<file path="config.mk">
export PLATFORM = sky130hd
export DESIGN_NAME = fp_mul
export DESIGN_NICKNAME = d
export VERILOG_FILES = /design/src/rtl/fp_pkg.sv /design/src/rtl/fp_round_pack.sv /design/src/rtl/fp_mul.sv
export SDC_FILE = /design/constraint.sdc
export NUM_CORES = 2
export LEC_CHECK = 0
export ABC_AREA = 1
export ABC_CLOCK_PERIOD_IN_PS = 11800
export BUFFER_PORTS_ARGS = -buffer_cell sky130_fd_sc_hd__buf_4
export CAP_MARGIN = 20
export CORE_ASPECT_RATIO = 0.5
export CORE_MARGIN = 5
export CORE_UTILIZATION = 50
export CTS_BUF_LIST = sky130_fd_sc_hd__clkbuf_4 sky130_fd_sc_hd__clkbuf_8 sky130_fd_sc_hd__clkbuf_16
export DETAILED_ROUTE_END_ITERATION = 8
export HOLD_SLACK_MARGIN = 0.08
export MAX_ROUTING_LAYER = met4
export PLACE_DENSITY = 0.67
export SETUP_SLACK_MARGIN = 0.15
export SYNTH_ARGS = -nofsm -noshare
export SYNTH_HDL_FRONTEND = slang
export SYNTH_HIERARCHICAL = 1
export SYNTH_SLANG_ARGS = --single-unit
</file>
<file path="constraint.sdc">
create_clock -name clk -period 11.8 [get_ports clk]
set_input_delay 1.18 -clock clk [delete_from_list [all_inputs] [get_ports clk]]
set_output_delay 1.18 -clock clk [all_outputs]
set_load 0.005 [all_outputs]
</file>
<file path="src/rtl/fp_pkg.sv">
// Shared definitions for the IEEE-754 multiplier: width derivations, operand classes,
// the multiplier FSM states and the canonical quiet-NaN pattern.
package fp_pkg;

  function automatic int unsigned fp_width(input int unsigned log_bit);
    return 32'd1 << log_bit;
  endfunction

  function automatic int unsigned fp_man_bits(input int unsigned log_bit, input int unsigned exp_bit);
    return fp_width(log_bit) - 32'd1 - exp_bit;
  endfunction

  function automatic int unsigned fp_bias(input int unsigned exp_bit);
    return (32'd1 << (exp_bit - 32'd1)) - 32'd1;
  endfunction

  // {0, all-ones exponent, 1, zeros}, right-aligned; callers truncate to their width
  function automatic logic [127:0] fp_qnan(input int unsigned exp_bit, input int unsigned man_bit);
    logic [127:0] v;
    v = ((128'd1 << (exp_bit + 32'd1)) - 128'd1) << (man_bit - 32'd1);
    return v;
  endfunction

  typedef enum logic [2:0] {ZERO, SUB, NORM, INF, NAN} fp_class_t;

  typedef enum logic [2:0] {S_IDLE, S_UNPACK, S_MUL, S_NORM, S_ROUND, S_DONE} fp_state_t;

endpackage

</file>
<file path="src/rtl/fp_round_pack.sv">
// Normalizes the raw significand product (registered on norm_en_i), then applies RNE,
// overflow-to-infinity and packs the result fields combinationally.
module fp_round_pack
  import fp_pkg::*;
#(
  parameter int unsigned LOG_BIT = 6,
  parameter int unsigned EXP_BIT = 11,
  localparam int unsigned W       = fp_width(LOG_BIT),
  localparam int unsigned MAN_BIT = fp_man_bits(LOG_BIT, EXP_BIT),
  localparam int unsigned BIAS    = fp_bias(EXP_BIT),
  localparam int unsigned PW      = 2 * (MAN_BIT + 1),
  localparam int unsigned EW      = EXP_BIT + 3
) (
  input  logic                 clk,
  input  logic                 rst,
  input  logic                 norm_en_i,
  input  logic                 sign_i,
  input  logic signed [EW-1:0] exp_i,
  input  logic [PW-1:0]        sig_i,
  input  logic                 sticky_i,
  output logic [W-1:0]         res_o
);
  localparam int unsigned LZW = $clog2(PW + 1);
  localparam int unsigned MAXE = (1 << EXP_BIT) - 1;
  localparam logic signed [EW-1:0] E_ONE = EW'(1);
  localparam logic signed [EW-1:0] E_MAX = EW'(MAXE);
  localparam logic signed [EW-1:0] E_PW  = EW'(PW);

  logic [LZW-1:0]        lz, sh;
  logic signed [EW-1:0]  be, shn;
  logic [PW-1:0]         pn;
  logic [PW-2:0]         src;
  logic [EXP_BIT-1:0]    expf;
  logic                  sub, lost, ovf_d, g_d, st_d;
  logic [W-2:0]          field_d;

  logic                  sign_q, ovf_q, g_q, st_q;
  logic [W-2:0]          field_q;

  always_comb begin
    lz = LZW'(PW);
    for (int unsigned i = 0; i < PW; i++) begin
      if (sig_i[i]) lz = LZW'(PW - 1 - i);
    end
    // sig_i is scaled so that a leading one at bit PW-2 means exponent exp_i
    be   = exp_i + EW'(BIAS + 1) - EW'(lz);
    pn   = sig_i << lz;
    sub  = (be < E_ONE);
    shn  = E_ONE - be;
    sh   = (shn > E_PW) ? LZW'(PW) : LZW'(shn);
    src  = pn[PW-2:0];
    lost = 1'b0;
    expf = be[EXP_BIT-1:0];
    if (sub) begin
      src  = (PW-1)'(pn >> sh);
      lost = |(pn & ~({PW{1'b1}} << sh));
      expf = '0;
    end
    ovf_d   = !sub && (be >= E_MAX);
    field_d = {expf, src[PW-2 -: MAN_BIT]};
    g_d     = src[PW-2-MAN_BIT];
    st_d    = (|src[PW-3-MAN_BIT:0]) | lost | sticky_i;
    if (!pn[PW-1]) begin
      ovf_d   = 1'b0;
      field_d = '0;
      g_d     = 1'b0;
      st_d    = 1'b0;
    end
  end

  always_ff @(posedge clk) begin
    if (rst) begin
      sign_q  <= 1'b0;
      ovf_q   <= 1'b0;
      g_q     <= 1'b0;
      st_q    <= 1'b0;
      field_q <= '0;
    end else if (norm_en_i) begin
      sign_q  <= sign_i;
      ovf_q   <= ovf_d;
      g_q     <= g_d;
      st_q    <= st_d;
      field_q <= field_d;
    end
  end

  // Rounding increments the packed {exp, man} word so mantissa carry bumps the exponent
  always_comb begin
    if (ovf_q) res_o = {sign_q, {EXP_BIT{1'b1}}, {MAN_BIT{1'b0}}};
    else       res_o = {sign_q, field_q + (W-1)'(g_q & (st_q | field_q[0]))};
  end

endmodule

</file>
<file path="src/rtl/fp_mul.sv">
// Multi-cycle IEEE-754 multiplier: operand classification, shift-add significand product,
// then normalize/round through fp_round_pack. Start/ready handshake.
module fp_mul
  import fp_pkg::*;
#(
  parameter int unsigned LOG_BIT = 6,
  parameter int unsigned EXP_BIT = 11,
  localparam int unsigned W       = fp_width(LOG_BIT),
  localparam int unsigned MAN_BIT = fp_man_bits(LOG_BIT, EXP_BIT),
  localparam int unsigned BIAS    = fp_bias(EXP_BIT)
) (
  input  logic         clk,
  input  logic         rst,
  input  logic         start,
  input  logic [W-1:0] a,
  input  logic [W-1:0] b,
  output logic [W-1:0] out,
  output logic         ready
);
  localparam int unsigned SIG = MAN_BIT + 1;
  localparam int unsigned PW  = 2 * SIG;
  localparam int unsigned EW  = EXP_BIT + 3;
  localparam int unsigned CW  = $clog2(SIG + 1);
  localparam logic [W-1:0] QNAN = W'(fp_qnan(EXP_BIT, MAN_BIT));

  fp_state_t             state_q, state_d;
  logic [W-1:0]          a_q, b_q, spec_val_q, out_q, rp_res, sp_val;
  logic                  sign_q, spec_q, ready_q, accept, sp_hit, sp_sign;
  logic signed [EW-1:0]  exp_q;
  logic [PW-1:0]         mcand_q, acc_q;
  logic [SIG-1:0]        mplier_q;
  logic [CW-1:0]         cnt_q;
  fp_class_t             ca, cb;

  function automatic fp_class_t classify(input logic [W-1:0] x);
    if (x[W-2 -: EXP_BIT] == '0) return (x[MAN_BIT-1:0] == '0) ? ZERO : SUB;
    if (x[W-2 -: EXP_BIT] == '1) return (x[MAN_BIT-1:0] == '0) ? INF : NAN;
    return NORM;
  endfunction

  function automatic logic signed [EW-1:0] unb_exp(input logic [W-1:0] x);
    if (x[W-2 -: EXP_BIT] == '0) return EW'(1) - EW'(BIAS);
    return EW'(x[W-2 -: EXP_BIT]) - EW'(BIAS);
  endfunction

  function automatic logic [SIG-1:0] sig_of(input logic [W-1:0] x);
    return {|x[W-2 -: EXP_BIT], x[MAN_BIT-1:0]};
  endfunction

  always_comb begin
    ca      = classify(a_q);
    cb      = classify(b_q);
    sp_sign = a_q[W-1] ^ b_q[W-1];
    sp_hit  = 1'b1;
    sp_val  = QNAN;
    if (ca == NAN || cb == NAN)                                 sp_val = QNAN;
    else if ((ca == INF && cb == ZERO) || (ca == ZERO && cb == INF)) sp_val = QNAN;
    else if (ca == INF || cb == INF)   sp_val = {sp_sign, {EXP_BIT{1'b1}}, {MAN_BIT{1'b0}}};
    else if (ca == ZERO || cb == ZERO) sp_val = {sp_sign, {(W-1){1'b0}}};
    else                               sp_hit = 1'b0;
  end

  assign accept = start && (state_q == S_IDLE || state_q == S_DONE);

  always_comb begin
    state_d = state_q;
    case (state_q)
      S_IDLE, S_DONE: if (start) state_d = S_UNPACK;
      S_UNPACK:       state_d = S_MUL;
      S_MUL:          if (cnt_q == CW'(SIG - 1)) state_d = S_NORM;
      S_NORM:         state_d = S_ROUND;
      S_ROUND:        state_d = S_DONE;
      default:        state_d = S_IDLE;
    endcase
  end

  always_ff @(posedge clk) begin
    if (rst) begin
      state_q    <= S_IDLE;
      a_q        <= '0;
      b_q        <= '0;
      sign_q     <= 1'b0;
      exp_q      <= '0;
      mcand_q    <= '0;
      mplier_q   <= '0;
      acc_q      <= '0;
      cnt_q      <= '0;
      spec_q     <= 1'b0;
      spec_val_q <= '0;
      out_q      <= '0;
      ready_q    <= 1'b0;
    end else begin
      state_q <= state_d;
      // ready is registered from DONE, one edge after the result lands in out_q
      if (accept) begin
        a_q     <= a;
        b_q     <= b;
        ready_q <= 1'b0;
      end else if (state_q == S_DONE) begin
        ready_q <= 1'b1;
      end
      case (state_q)
        S_UNPACK: begin
          sign_q     <= sp_sign;
          exp_q      <= unb_exp(a_q) + unb_exp(b_q);
          mcand_q    <= PW'(sig_of(a_q));
          mplier_q   <= sig_of(b_q);
          acc_q      <= '0;
          cnt_q      <= '0;
          spec_q     <= sp_hit;
          spec_val_q <= sp_val;
        end
        S_MUL: begin
          if (mplier_q[0]) acc_q <= acc_q + mcand_q;
          mcand_q  <= mcand_q << 1;
          mplier_q <= mplier_q >> 1;
          cnt_q    <= cnt_q + CW'(1);
        end
        S_ROUND: out_q <= spec_q ? spec_val_q : rp_res;
        default: ;
      endcase
    end
  end

  fp_round_pack #(
    .LOG_BIT(LOG_BIT),
    .EXP_BIT(EXP_BIT)
  ) u_round_pack (
    .clk      (clk),
    .rst      (rst),
    .norm_en_i(state_q == S_NORM),
    .sign_i   (sign_q),
    .exp_i    (exp_q),
    .sig_i    (acc_q),
    .sticky_i (1'b0),
    .res_o    (rp_res)
  );

  assign out   = out_q;
  assign ready = ready_q;

endmodule

</file>
==> results.py <==
metrics = {
    "placement": {
        "place.gp.congestion": 1.169,
        "pre_cts_ws_ns": 0.1966,
        "dp_hpwl_microns": 206700,
        "io_buffers": 195,
        "place_inst": 11380,
    },
    "synthesis": {
        "synth_enable_flop_cells": 0,
        "ys_seq_area_share_pct": 20.83,
        "synthCells": 9821,
        "yosys_warnings": 6,
        "synth_area_leader_cell": "nand2_1",
        "synth_top_area_share_pct": 23.21,
        "synth_nets": 10100,
        "syn_area_sq_um": 53140,
        "post_synth_most_frequent_cells": "nand2_1 (3,286), nand3_1 (1,856), inv_1 (1,027)",
        "synthArstFlopShare_pct": 0,
        "synth-seq-cells": 553,
        "syn_area_per_cell_sq_um": 5.411,
        "yosysMostFrequentCell": "nand2_1",
        "synth_flop_cell": "dfxtp_1",
        "yosys-top-cells-area": "nand2_1 (23%), dfxtp_1 (21%), nand3_1 (17%), inv_1 (7.3%), a21oi_1 (5.6%)",
        "ys_types": 58,
    },
    "floorplanning": {
        "die_w_microns": 471.0,
        "ios": 196,
        "std_cell_rows": 84,
        "core_sq_um": 105300,
        "dieArea_sq_um": 113300,
        "die_h_microns": 240.5,
        "initial_core_util_pct": 50.46,
    },
    "critical_path": {
        "critPathLaunch": "acc_q[1]",
        "critPathMaxStageDelay_ns": 0.34,
        "r2r_start": "acc_q[1]",
        "crit_arrival_ns": 11.69,
        "slowest_stage": "dfxtp_2",
        "start_kind": "flop",
        "end_kind": "flop",
        "crit_family": "simple AND/OR/NAND/NOR gates",
        "worstSetupPathType": "flop to flop",
        "timing.critical_path.mode_cell": "nand2_1",
        "critPathMaxFanout": 26,
        "critPathRequiredTime_ns": 12.31,
        "cp.buffers_inverters": 12,
    },
    "sta": {
        "fin_ws_ns": 0.6176,
        "skew_ns": 0.06827,
        "drv_slew": 0,
        "period_share_pct": 94.77,
        "fmax_ghz": 0.08943,
        "setup_viol": 0,
        "hold_violations": 0,
        "worst_pin_slew_ns": 1.363,
        "timing.final.crit_period_ns": 11.18,
        "tns_ns": 0,
        "maxSlewHeadroom_pct": 8.180,
        "rsz0062_at_grt": "true",
    },
    "final_layout": {
        "area_growth_pct": 15.75,
        "final_nets": 10330,
        "fin_util_pct": 58.40,
        "drive_gt1_share_pct": 11.99,
        "instances_no_fill": 11520,
    },
    "clock_tree": {
        "numCtsBuffers": 49,
        "htreeDepth": 2,
        "cts_tree": "done",
        "clk_pin_slew_ns": 0.08,
        "cts_sinks": 553,
        "root_buffer": "clkbuf_16",
        "cts.path.max_buffers": 3,
        "clk_latency_ns": 0.67,
    },
    "min_path": {
        "hold_path_startpoint": "u_round_pack/sign_q",
        "hold_path_class": "flop to flop",
    },
    "power": {
        "power_density_nw_per_um2": 322.8,
        "p_total_uw": 19860,
        "p_leak_uw": 0.02947,
        "peakVddDrop_v": 0.0003694,
    },
    "outcome": {
        "violations": "design-rule violations",
        "status": "finished with violations",
    },
    "global_routing": {
        "grt_pass1_vias": 60450,
        "globalRoute.totalOverflow": 0,
        "grt_usage_pct": 44.97,
        "grt_max_degree": 194,
        "grt_pass1_wl_microns": 380900,
        "antenna_found_initial": 10,
    },
    "route": {
        "routedWlPerCell_microns": 22.87,
        "vias_per_cell": 6.084,
        "drt-total-wl_microns": 263500,
        "vias": 70080,
        "drc": 1,
        "drt_iter0_drc": 11330,
        "firstDrtPassIters": 9,
        "drtAntennaViolNets": 0,
    },
    "run": {
        "cap_violations": 0,
    },
}
tightest hold or removal path, cell delays in order (launching register included):
cell and delay [ns]:
dfxtp_1 0.31, nand2_1 0.07, a31oi_1 0.07
cell usage in the layout (no fill, tap or decap), drive strengths merged, types with 5 or more instances in the layout:
| cell | netlist | layout |
|---|---|---|
| ha | 147 | 147 |
| buf | 192 | 655 |
| dfxtp | 553 | 553 |
| xor2 | 24 | 24 |
| a21boi | 9 | 9 |
| a21o | 6 | 6 |
| o2111ai | 5 | 5 |
| nor2 | 777 | 777 |
| clkinv | 9 | 28 |
| o211ai | 20 | 20 |
| nand4 | 112 | 112 |
| a22oi | 35 | 35 |
| nor4 | 32 | 32 |
| o221ai | 11 | 11 |
| bufinv | 0 | 5 |
| inv | 1071 | 1072 |
| o21bai | 14 | 14 |
| and2 | 8 | 8 |
| diode | 0 | 16 |
| nand3 | 1866 | 1866 |
| o22ai | 36 | 36 |
| o21ai | 381 | 381 |
| or2 | 53 | 53 |
| a31oi | 88 | 88 |
| xnor2 | 8 | 8 |
| o21a | 9 | 9 |
| a221oi | 24 | 24 |
| nand2 | 3299 | 3299 |
| nor3 | 94 | 94 |
| nand3b | 8 | 8 |
| o311ai | 5 | 5 |
| clkbuf | 294 | 67 |
| a211oi | 13 | 13 |
| a21oi | 599 | 599 |
stage by stage:
| step | area, sq um | hold WS, ns |
|---|---|---|
| after global routing | 61500 | 0.4888 |
| after CTS | 59570 | 0.4415 |
| final | 61510 | 0.4562 |
| after detailed placement | 57890 | 0.4557 |
| after global placement | 57890 | 0.4513 |
| after floorplan | 53140 | 0.4360 |
registers in the layout, indices dropped and copies added (netlist names):
name / cells
mplier_q: 53
u_round_pack/st_q: 1
exp_q: 14
a_q: 64
out: 64
acc_q: 106
spec_val_q: 3
mcand_q: 106
state_q: 3
u_round_pack/sign_q: 1
ready: 1
sign_q: 1
u_round_pack/field_q: 63
b_q: 64
u_round_pack/ovf_q: 1
cnt_q: 6
spec_q: 1
u_round_pack/g_q: 1
timing repair:
action,4_1_cts,5_1_grt
resized for setup,0,362
endpoints found under the hold margin,0,0
setup endpoints to repair,0,54
setup buffers,0,25
hold buffers,0,0
logic make-up (layout without fill, tap and decap cells):
family / count (synthesis) / after routing / share of synthesized area [%]
adder cells (fa/ha/maj): 150 / 150 / 3.574
other: 1 / 17 / 0.007057
buffers and inverters: 1566 / 1830 / 11.47
AO/OA/AOI/OAI: 1264 / 1264 / 13.08
XOR/XNOR: 32 / 32 / 0.5274
AND/OR/NAND/NOR: 6254 / 6254 / 50.49
flip-flops: 553 / 553 / 20.83
multiplexers: 1 / 1 / 0.01884
area by class of cell:
class	count	area, sq um
fillers	10720	43800
multi-input cells	7702	37390
flip-flops and latches	553	11070
repair buffers	662	5474
inverters	1080	4070
well taps	1419	1775
clock buffers	60	1328
clock inverters	28	357.8
diodes	16	40.04
per-layer routing:
layer	up-vias	GRT usage, %	wire, microns
li1	32590	-	-
met1	32240	61.80	109300
met2	4516	61.91	103700
met3	738	13.02	37590
met4	0	16.89	12950
met5	-	-	0
where the power goes:
group | internal [uW] | leakage (uW) | switching (uW)
sequential | 2110 | 0.00449 | 180
clock | 927 | 0.000839 | 818
combinational | 5730 | 0.0241 | 10100
total | 8770 | 0.0295 | 11100
final timing paths:
path,endpoint,slack (ns),cells past startpoint
setup reg to reg,u_round_pack/st_q,0.62,146
hold reg to reg,out[63],0.46,2
hold / removal,out[63],0.46,2
setup / recovery,u_round_pack/st_q,0.62,146
Note: power is estimated with default switching activity, not from simulation.
